$ cat config.mk
export PLATFORM = sky130hd
export DESIGN_NAME = fetch_stage_flat
export DESIGN_NICKNAME = d
export VERILOG_FILES = /design/src/rtl/fetch_stage_if.sv /design/src/rtl/fetch_stage.sv /design/src/flat_wrapper.sv
export SDC_FILE = /design/constraint.sdc
export NUM_CORES = 1
export LEC_CHECK = 0
export BUFFER_PORTS_ARGS = -buffer_cell sky130_fd_sc_hd__buf_4
export CAP_MARGIN = 20
export CORE_AREA = 8 8 104 106
export CTS_CLUSTER_DIAMETER = 100
export DETAILED_ROUTE_END_ITERATION = 10
export DIE_AREA = 0 0 112 114
export PLACE_DENSITY_LB_ADDON = 0.08
export SLEW_MARGIN = 20
export SYNTH_ARGS = -nofsm -noshare
export SYNTH_HDL_FRONTEND = slang
export SYNTH_SLANG_ARGS = --single-unit
$ cat constraint.sdc
create_clock -name clk -period 6.6 [get_ports clk]
set_clock_uncertainty 0.15 [all_clocks]
set_input_delay 1.98 -clock clk [delete_from_list [all_inputs] [get_ports clk]]
set_output_delay 1.98 -clock clk [all_outputs]
set_load 0.1 [all_outputs]
$ cat src/rtl/fetch_stage_if.sv
// fetch_stage_if: handshake, instruction-memory and IF/ID bundle for the fetch stage
interface fetch_stage_if #(parameter int PC_W = 10);
  logic            stall;
  logic            branch_taken;
  logic [PC_W-1:0] branch_target;
  logic [PC_W-1:0] imem_addr;
  logic [31:0]     imem_data;
  logic [3:0]      opcode;
  logic [1:0]      CMP_Flag;
  logic [3:0]      rd;
  logic [3:0]      ra;
  logic [3:0]      rb;
  logic [13:0]     imm;
  logic [PC_W-1:0] pc_out;
  logic            id_valid;
  logic [15:0]     fetch_count;
  modport master (
    input  stall, branch_taken, branch_target, imem_data,
    output imem_addr, opcode, CMP_Flag, rd, ra, rb, imm, pc_out, id_valid, fetch_count
  );
  modport slave (
    output stall, branch_taken, branch_target, imem_data,
    input  imem_addr, opcode, CMP_Flag, rd, ra, rb, imm, pc_out, id_valid, fetch_count
  );
endinterface

$ cat src/rtl/fetch_stage.sv
// fetch_stage: PC sequencing over a synchronous instruction memory feeding the IF/ID register
module fetch_stage #(
  parameter int PC_W = 10
) (
  input  logic          clk,
  input  logic          rst,
  fetch_stage_if.master bus
);
  localparam logic [31:0] NOP = 32'hF000_0000;
  logic [PC_W-1:0] r_pc;
  logic [PC_W-1:0] r_fpc;
  logic            r_fvalid;
  logic [31:0]     r_instr;
  logic [PC_W-1:0] r_pc_out;
  logic            r_id_valid;
  logic [15:0]     r_count;
  // a branch redirects at once; a stall re-reads fpc so imem_data stays put
  assign bus.imem_addr   = bus.branch_taken ? bus.branch_target : bus.stall ? r_fpc : r_pc;
  assign bus.opcode      = r_instr[31:28];
  assign bus.CMP_Flag    = r_instr[27:26];
  assign bus.rd          = r_instr[25:22];
  assign bus.ra          = r_instr[21:18];
  assign bus.rb          = r_instr[17:14];
  assign bus.imm         = r_instr[13:0];
  assign bus.pc_out      = r_pc_out;
  assign bus.id_valid    = r_id_valid;
  assign bus.fetch_count = r_count;
  // pc/fpc pipeline and IF/ID: branch squashes with a NOP, stall holds everything
  always_ff @(posedge clk or posedge rst) begin
    if (rst) begin
      r_pc       <= '0;
      r_fpc      <= '0;
      r_fvalid   <= 1'b0;
      r_instr    <= NOP;
      r_pc_out   <= '0;
      r_id_valid <= 1'b0;
      r_count    <= '0;
    end else if (bus.branch_taken) begin
      r_pc       <= bus.branch_target + PC_W'(1);
      r_fpc      <= bus.branch_target;
      r_fvalid   <= 1'b1;
      r_instr    <= NOP;
      r_id_valid <= 1'b0;
    end else if (!bus.stall) begin
      r_pc       <= r_pc + PC_W'(1);
      r_fpc      <= r_pc;
      r_fvalid   <= 1'b1;
      r_instr    <= r_fvalid ? bus.imem_data : NOP;
      r_id_valid <= r_fvalid;
      if (r_fvalid) r_pc_out <= r_fpc;
      if (r_fvalid && r_count != 16'hFFFF) r_count <= r_count + 16'd1;
    end
  end
endmodule

$ cat src/flat_wrapper.sv
// flat-port wrapper written by rule: the top's interface ports become plain ports
module fetch_stage_flat 
#(
  parameter int PC_W = 10
)
  (clk, rst, bus_stall, bus_branch_taken, bus_branch_target, bus_imem_data, bus_imem_addr, bus_opcode, bus_CMP_Flag, bus_rd, bus_ra, bus_rb, bus_imm, bus_pc_out, bus_id_valid, bus_fetch_count);
  fetch_stage_if #(.PC_W(PC_W)) bus_i ();
  input  logic clk;
  input  logic rst;
  input wire logic [$bits(bus_i.stall)-1:0] bus_stall;
  input wire logic [$bits(bus_i.branch_taken)-1:0] bus_branch_taken;
  input wire logic [$bits(bus_i.branch_target)-1:0] bus_branch_target;
  input wire logic [$bits(bus_i.imem_data)-1:0] bus_imem_data;
  output wire logic [$bits(bus_i.imem_addr)-1:0] bus_imem_addr;
  output wire logic [$bits(bus_i.opcode)-1:0] bus_opcode;
  output wire logic [$bits(bus_i.CMP_Flag)-1:0] bus_CMP_Flag;
  output wire logic [$bits(bus_i.rd)-1:0] bus_rd;
  output wire logic [$bits(bus_i.ra)-1:0] bus_ra;
  output wire logic [$bits(bus_i.rb)-1:0] bus_rb;
  output wire logic [$bits(bus_i.imm)-1:0] bus_imm;
  output wire logic [$bits(bus_i.pc_out)-1:0] bus_pc_out;
  output wire logic [$bits(bus_i.id_valid)-1:0] bus_id_valid;
  output wire logic [$bits(bus_i.fetch_count)-1:0] bus_fetch_count;
  assign bus_i.stall = bus_stall;
  assign bus_i.branch_taken = bus_branch_taken;
  assign bus_i.branch_target = bus_branch_target;
  assign bus_i.imem_data = bus_imem_data;
  assign bus_imem_addr = bus_i.imem_addr;
  assign bus_opcode = bus_i.opcode;
  assign bus_CMP_Flag = bus_i.CMP_Flag;
  assign bus_rd = bus_i.rd;
  assign bus_ra = bus_i.ra;
  assign bus_rb = bus_i.rb;
  assign bus_imm = bus_i.imm;
  assign bus_pc_out = bus_i.pc_out;
  assign bus_id_valid = bus_i.id_valid;
  assign bus_fetch_count = bus_i.fetch_count;
  fetch_stage #(.PC_W(PC_W)) u_core (.clk(clk), .rst(rst), .bus(bus_i));
endmodule
Word level (Yosys, flattened, before mapping)
Index checks and enable logic that the tools add are counted.
W data, S select, Z words.
Storage, ports and cells
  word-level logic and storage cells: 28
  output and inout port bits: 69
  input port bits: 46
  register bits: 80
Cells by class
  reductions and logical operators: 3
  equality and inequality tests: 2
  bitwise gates (word level): 2
  muxes and demuxes: 11
  add/subtract/negate cells: 3
Operators by type and width (count)
  $mux W32: 3
  $mux W10: 4
  $add A10 B1 Y10 const B: 2
  $add A16 B1 Y16 const B: 1
  $ne A16 B16 Y1 const B: 1
  $reduce_and A3 Y1: 2
  $mux W1: 4
  $ne A2 B1 Y1 const B: 1
  $not A1 Y1: 2
  $logic_and A1 B1 Y1: 1

Logic depth before layout (Yosys ltp)
Gate-level depths: netlist (run 1).
  depth after elaboration: 3
  mapped depth: 12
  gate-level depth less buffers: 8

Worst setup path after synthesis (run 1)
Ideal clock, no wire load.
  path type: input to output
  start point: input bus_branch_taken
  end point: output bus_imem_addr[8]
  required time: 4.470 ns
  slack: -0.356 ns
  path buffers: 4
  cell stages on the path: 5
  data arrival time: 4.826 ns
  path through: buf_2 buf_2 buf_2 clkbuf_1 o21ai_0
On the way
  cells in the longest elaborated chain, start to end: 1
RTL lines
  start: declaration: RTL line flat_wrapper.sv:11  | input wire logic [$bits(bus_i.branch_taken)-1:0] bus_branch_taken;
  $mux W10: RTL line fetch_stage.sv:18  | assign bus.imem_addr = bus.branch_taken ? bus.branch_target : bus.stall ? r_fpc : r_pc;
  end: declaration: RTL line flat_wrapper.sv:14  | output wire logic [$bits(bus_i.imem_addr)-1:0] bus_imem_addr;
No other way between the ends.

Worst setup path after layout (run 1)
  start point: input bus_branch_taken
  end point: output bus_imem_addr[6]
Same word-level chain as after synthesis.

==> results.toml, run 1 <==
[outcome]
status = "finished, final reports clean"

[global_routing]
antenna_found_initial = 0
gr-total-overflow = 0
grt_pass1_wl_mm = 14.4
grt_usage_pct = 13.8
first_global_vias = 2820
grt_max_degree = 81

[logic_synthesis]
synth_nets = 373
synth-compound-area-share_pct = 13.8
synthAdderAreaFrac_pct = 0.702
synth_top_family_by_area = "simple AND/OR/NAND/NOR gates"
synth_area_um2 = 3570
yosys.area.top_type = "dfrtp_1"
yosys.area_share.simple_pct = 15.6
syn-instance-count = 325
synth.distinct_cells = 43
ys_seq_area_share_pct = 56.3
synthMuxAreaShare_pct = 4.59
synth_area_leaders = "dfrtp_1 53%, a22o_1 6.9%, nand2_1 5.8%, mux2i_1 3.6%, xor2_1 3.4%"
synth-xor-area-share_pct = 6.38
ys_ff_latch = 80
avgSynthCellArea_um2 = 11.0
ys_warn_count = 0
synth_top_area_share_pct = 53.3

[clock_network]
cts_resized = 0
h-tree-depth = 3
postCtsSetupBuffers = 0
clk_path_buf_depth = 2
cts_tree = "done"
cts_root_buf = "clkbuf_8"
clk_pin_slew_worst_paths_ps = 80
cts_made_buffers = 9
clk_latency_ps = 330
clock_sinks = 80
ctsHoldBuffers = 0

[routing]
drtIter0Drc = 123
avgViaCountPerCell = 5.05
ant_nets = 0
num_vias = 2790
drt-total-wl_mm = 8.81
drc_errors = 0
wl_per_cell_um = 15.9
first_pass_iters = 4

[hold_path]
min_path_cells = 2
hold_start = "u_core.r_fpc[2]"
hp-class = "flop to flop"
min_to = "u_core.bus.pc_out[2]"

[floorplan]
dieWidth_um = 112
fp.dieArea_um2 = 12800
core_um2 = 9110
ios = 115
rows = 35
initial_core_util_pct = 39.2
die_y_um = 114

[sta]
fin_crit_sh_pct = 79.1
slew_headroom_pct = 47.3
finalHoldViolations = 0
fin_setup_tns_ps = 0
clock.fmax_mhz = 192
drv_slew = 0
worst_slack_ps = 1380
worst_slew_pin_slew_ps = 790
hold_slack_ps = 324
finalCriticalPeriod_ps = 5220
rsz0062_at_grt = "no"
finalSetupViolations = 0

[setup_path]
reg2regPathDepth = 4
r2r_end = "u_core.bus.fetch_count[15]"
worstPathMaxFanout = 51
crit_family = "buffers and inverters"
worstSetupPathDepth = 4
worstSetupPathType = "primary input to output pin"
crit_path_start = "bus_branch_taken"
cp-start-kind = "primary input"
cp_cell_sequence = "buf_4 > a211oi_1 > a21oi_1 > buf_4"
reg2reg_from = "u_core.r_fvalid"
cpMaxStageDelayCell = "buf_4"
cp-end-kind = "output pin"
path_common_cell = "buf_4"
cp.required_ps = 4470
r2r_slack_ps = 4420
cp.buffers_inverters = 2
critPathMaxStageDelay_ps = 400
arrival_ps = 3090

[final_layout]
n_antenna_cell = 0
layout-drive-gt1-share_pct = 32.4
finish.instance_area_um2 = 4690
nFillCells = 854
finish.utilization_pct = 51.4
syn_to_final_growth_pct = 31.4
nets = 485
multi_input_area_um2 = 1470
ff_latch_area_um2 = 2010

[pwr]
p_switching_uw = 664
p_int_uw = 812
peakVddDrop_mv = 0.183
switching_share_pct = 45.0
combPwrFrac_pct = 38.6
power_frac_clock_pct = 20.9
pwr-share-seq_pct = 40.5
total_leakage_power_uw = 0.00232
powerDensity_nw_per_um2 = 315

[placement]
dp_slack_ps = 1380
io_buffers = 114
routabilityCongestion = 0.741
placed_area_um2 = 4520
dp_hpwl_mm = 6.16

[run]
max-cap-violations = 0
==> worst min-delay path, stage by stage, from the launching register on <==
cell and delay (ps):
dfrtp_1 350, nand2_1 50, nand2_1 50
==> cells by family (layout without fill, tap and decap cells) <==
| group | Yosys count | after routing |
|---|---|---|
| simple gates | 112 | 112 |
| flops | 80 | 80 |
| compound gates | 68 | 68 |
| xor+xnor | 26 | 26 |
| buf+inv | 21 | 138 |
| mux | 16 | 16 |
| fa+ha+maj | 2 | 2 |
==> state kept, by name (all words and copies together) (netlist names) <==
register                cells
u_core.bus.pc_out          10
u_core.bus.id_valid         1
u_core.r_instr             32
u_core.bus.fetch_count     16
u_core.r_pc                10
u_core.r_fpc               10
u_core.r_fvalid             1
==> worst max path at each step <==
| stage | endpoint | slack (ps) |
|---|---|---|
| floorplan | bus_imem_addr[6] | 290 |
| global placement | bus_imem_addr[2] | 1400 |
| detailed placement | bus_imem_addr[2] | 1380 |
| CTS | bus_imem_addr[2] | 1380 |
| global route | bus_imem_addr[2] | 1280 |
| finish | bus_imem_addr[6] | 1380 |
==> cells in the final DEF (no fill, tap or decap), types with 3 or more instances in the layout <==
master,synthesis,routed
and4_1,3,3
nor2_1,12,12
o21ai_1,0,7
o21ai_0,13,6
xor2_1,14,14
clkinv_2,0,3
a22o_1,28,28
nor2b_1,5,4
nand3_1,10,10
o22a_1,4,4
nand2_1,55,55
buf_4,0,116
and3_1,5,5
dfstp_2,4,4
nand2b_1,6,6
a211oi_1,3,3
inv_1,5,4
nand4_1,4,4
mux2i_1,13,13
xnor2_1,12,12
a21oi_1,12,12
dfrtp_1,76,76
clkbuf_8,0,9
==> area by class of cell <==
cell class	instances	area share, %
clock buffer	11	2.80
clock inverter	5	0.721
inverter	5	0.427
multi-input combinational	224	31.4
sequential	80	42.8
tap	111	2.96
timing repair buffer	117	18.8
==> power by group through the flow <==
stage	Sequential [uW]	Combinational (uW)	Clock, uW
floorplan	877	165	0
global placement	605	572	0
detailed placement	606	574	0
CTS	598	576	322
global route	607	599	340
finish	598	570	308
==> layer usage <==
metal / wire, um / GRT usage, %
met1: 4200 / 18.2
met2: 4010 / 21.1
met3: 469 / 3.80
met4: 136 / 5.49
met5: 0 / 0
==> stage by stage <==
| stage | power (uW) | cells |
|---|---|---|
| after floorplan | 1040 | 325 |
| after global placement | 1180 | 537 |
| after detailed placement | 1180 | 537 |
| after CTS | 1500 | 553 |
| after global routing | 1550 | 553 |
| final | 1480 | 553 |
==> synthesized netlist by cell type, drive strengths merged <==
master   number
nand3b        1
mux2i        13
and2          1
a2111o        1
o21ai        14
o21bai        1
nand2b        6
buf           8
or3b          1
and3b         1
a31o          1
o22a          4
ha            2
nand3        10
nor4          2
nand2        55
nor2         12
and4b         1
nand4         4
dfrtp        76
a22o         28
a2bb2oi       1
and3          5
nor2b         5
dfstp         4
a211oi        3
a21oi        12
nand4b        1
nor3          2
o22ai         1
xor2         14
mux2          3
inv           5
nor3b         2
o21a          1
a31oi         1
clkbuf        8
and4          3
xnor2        12
Note: power is estimated with default switching activity, not from simulation.
==> run 2: changes to the inputs <==
==> constraint.sdc (replaced) <==
create_clock -name clk -period 4.8 [get_ports clk]
set_clock_uncertainty 0.15 [all_clocks]
set_input_delay 1.44 -clock clk [delete_from_list [all_inputs] [get_ports clk]]
set_output_delay 1.44 -clock clk [all_outputs]
set_load 0.1 [all_outputs]
==> run 2 against run 1 <==
Clock power grew 44%. Total power grew 39%. Setup slack lost 700 ps. Critical path type unchanged. Critical endpoint is now bus_imem_addr[2]. Highest routed layer unchanged.
==> results.toml, run 2 (synthesis gave the netlist of run 1 again) <==
[clock_network]
clk_path_buf_depth = 2
ctsHoldBuffers = 0
cts_resized = 0
cts_tree = "done"
postCtsSetupBuffers = 0
clk_latency_ps = 340
clock_sinks = 80
cts_root_buf = "clkbuf_8"
clk_pin_slew_worst_paths_ps = 80
h-tree-depth = 3
cts_made_buffers = 9

[global_routing]
first_global_vias = 3012
grt_usage_pct = 14.7
use_met1_pct = 18.6
grt_busiest_layer = "met2"
grt_pass1_wl_mm = 15.2
antenna_found_initial = 0
grtUsageMet2_pct = 22.4
gr-total-overflow = 0
globalRouteMet3Util_pct = 5.55
grt_max_degree = 52

[placement]
dp_slack_ps = 697
io_buffers = 114
routabilityCongestion = 0.760
dp_hpwl_mm = 6.57
dp.cells = 538

[pwr]
total_leakage_power_uw = 0.00234
peakVddDrop_mv = 0.155
powerDensity_nw_per_um2 = 435

[sta]
rsz0062_at_grt = "no"
finalHoldViolations = 0
hold_slack_ps = 318
drv_slew = 0
slew_headroom_pct = 44.1
worst_slack_ps = 687
clock.fmax_mhz = 243
finalSetupViolations = 0
fin_crit_sh_pct = 85.7
finalCriticalPeriod_ps = 4110
worst_slew_pin_slew_ps = 838

[setup_path]
cp.required_ps = 3210
cp-end-kind = "output pin"
arrival_ps = 2520
worstSetupPathType = "primary input to output pin"
cp-start-kind = "primary input"
worstPathMaxFanout = 51

[floorplan]
core_um2 = 9110
dieWidth_um = 112
fp.dieArea_um2 = 12800
initial_core_util_pct = 39.2
die_y_um = 114
ios = 115
rows = 35

[routing]
ant_nets = 0
avgViaCountPerCell = 5.05
drc_errors = 0
first_pass_iters = 4
wl_per_cell_um = 16.6
drt-total-wl_mm = 9.18
drtIter0Drc = 164
num_vias = 2796

[outcome]
status = "finished, final reports clean"

[final_layout]
layout-drive-gt1-share_pct = 34.8
nFillCells = 864
multi_input_area_um2 = 1510
layout_commonest_cell = "buf_4"
regMostFlops = "u_core.r_instr"
fin_cells = 554
syn_to_final_growth_pct = 32.6
final_cell_mix = "118 x buf_4, 76 x dfrtp_1, 55 x nand2_1"
ff_latch_area_um2 = 2010
n_antenna_cell = 0
largest_register_ffs = 32
nets = 486

[hold_path]
hp-class = "flop to flop"

[run]
max-cap-violations = 0
run 2: worst paths after layout:
path                                  start                         end  slack [ps]  cells after the start
max                        bus_branch_taken            bus_imem_addr[2]         690                      4
min                         u_core.r_fpc[2]        u_core.bus.pc_out[2]         320                      2
max reg2reg                 u_core.r_fvalid  u_core.bus.fetch_count[15]        2620                      4
min reg2reg                 u_core.r_fpc[2]        u_core.bus.pc_out[2]         320                      2
max in group asynchronous               rst             u_core.r_fpc[6]        2700                      3
min in group asynchronous               rst   u_core.bus.fetch_count[0]        1050                      2
run 2: per-stage QoR:
stage               area [um2]  util, %  total power, uW  TNS [ps]
global placement          4560     50.0             1630         0
finish                    4730     51.9             2060         0
detailed placement        4560     50.0             1630         0
floorplan                 3600        -             1440      -316
global route              4730     51.9             2150         0
CTS                       4730     51.9             2090         0
run 2: worst max-delay path, stage by stage:
cell and delay [ps]:
buf_4 430, nor2b_1 330, a21oi_2 60, buf_4 240
run 2: report_power, final:
part / switching [uW] / internal (uW)
Clock: 243 / 202
Combinational: 610 / 180
Sequential: 72.3 / 751
run 2: metal layers:
| layer | vias to the layer above | part of all wire, % |
|---|---|---|
| met4 | 0 | 1.1 |
| met1 | 1324 | 47 |
| li1 | 1367 | - |
| met5 | - | 0 |
| met2 | 95 | 44 |
| met3 | 10 | 8.1 |
run 2: area by class of cell:
type,instances,area share [%]
sequential,80,42.4
multi-input combinational,224,31.8
timing repair buffer,118,18.7
clock buffer,11,2.99
tap,111,2.94
clock inverter,5,0.661
inverter,5,0.423
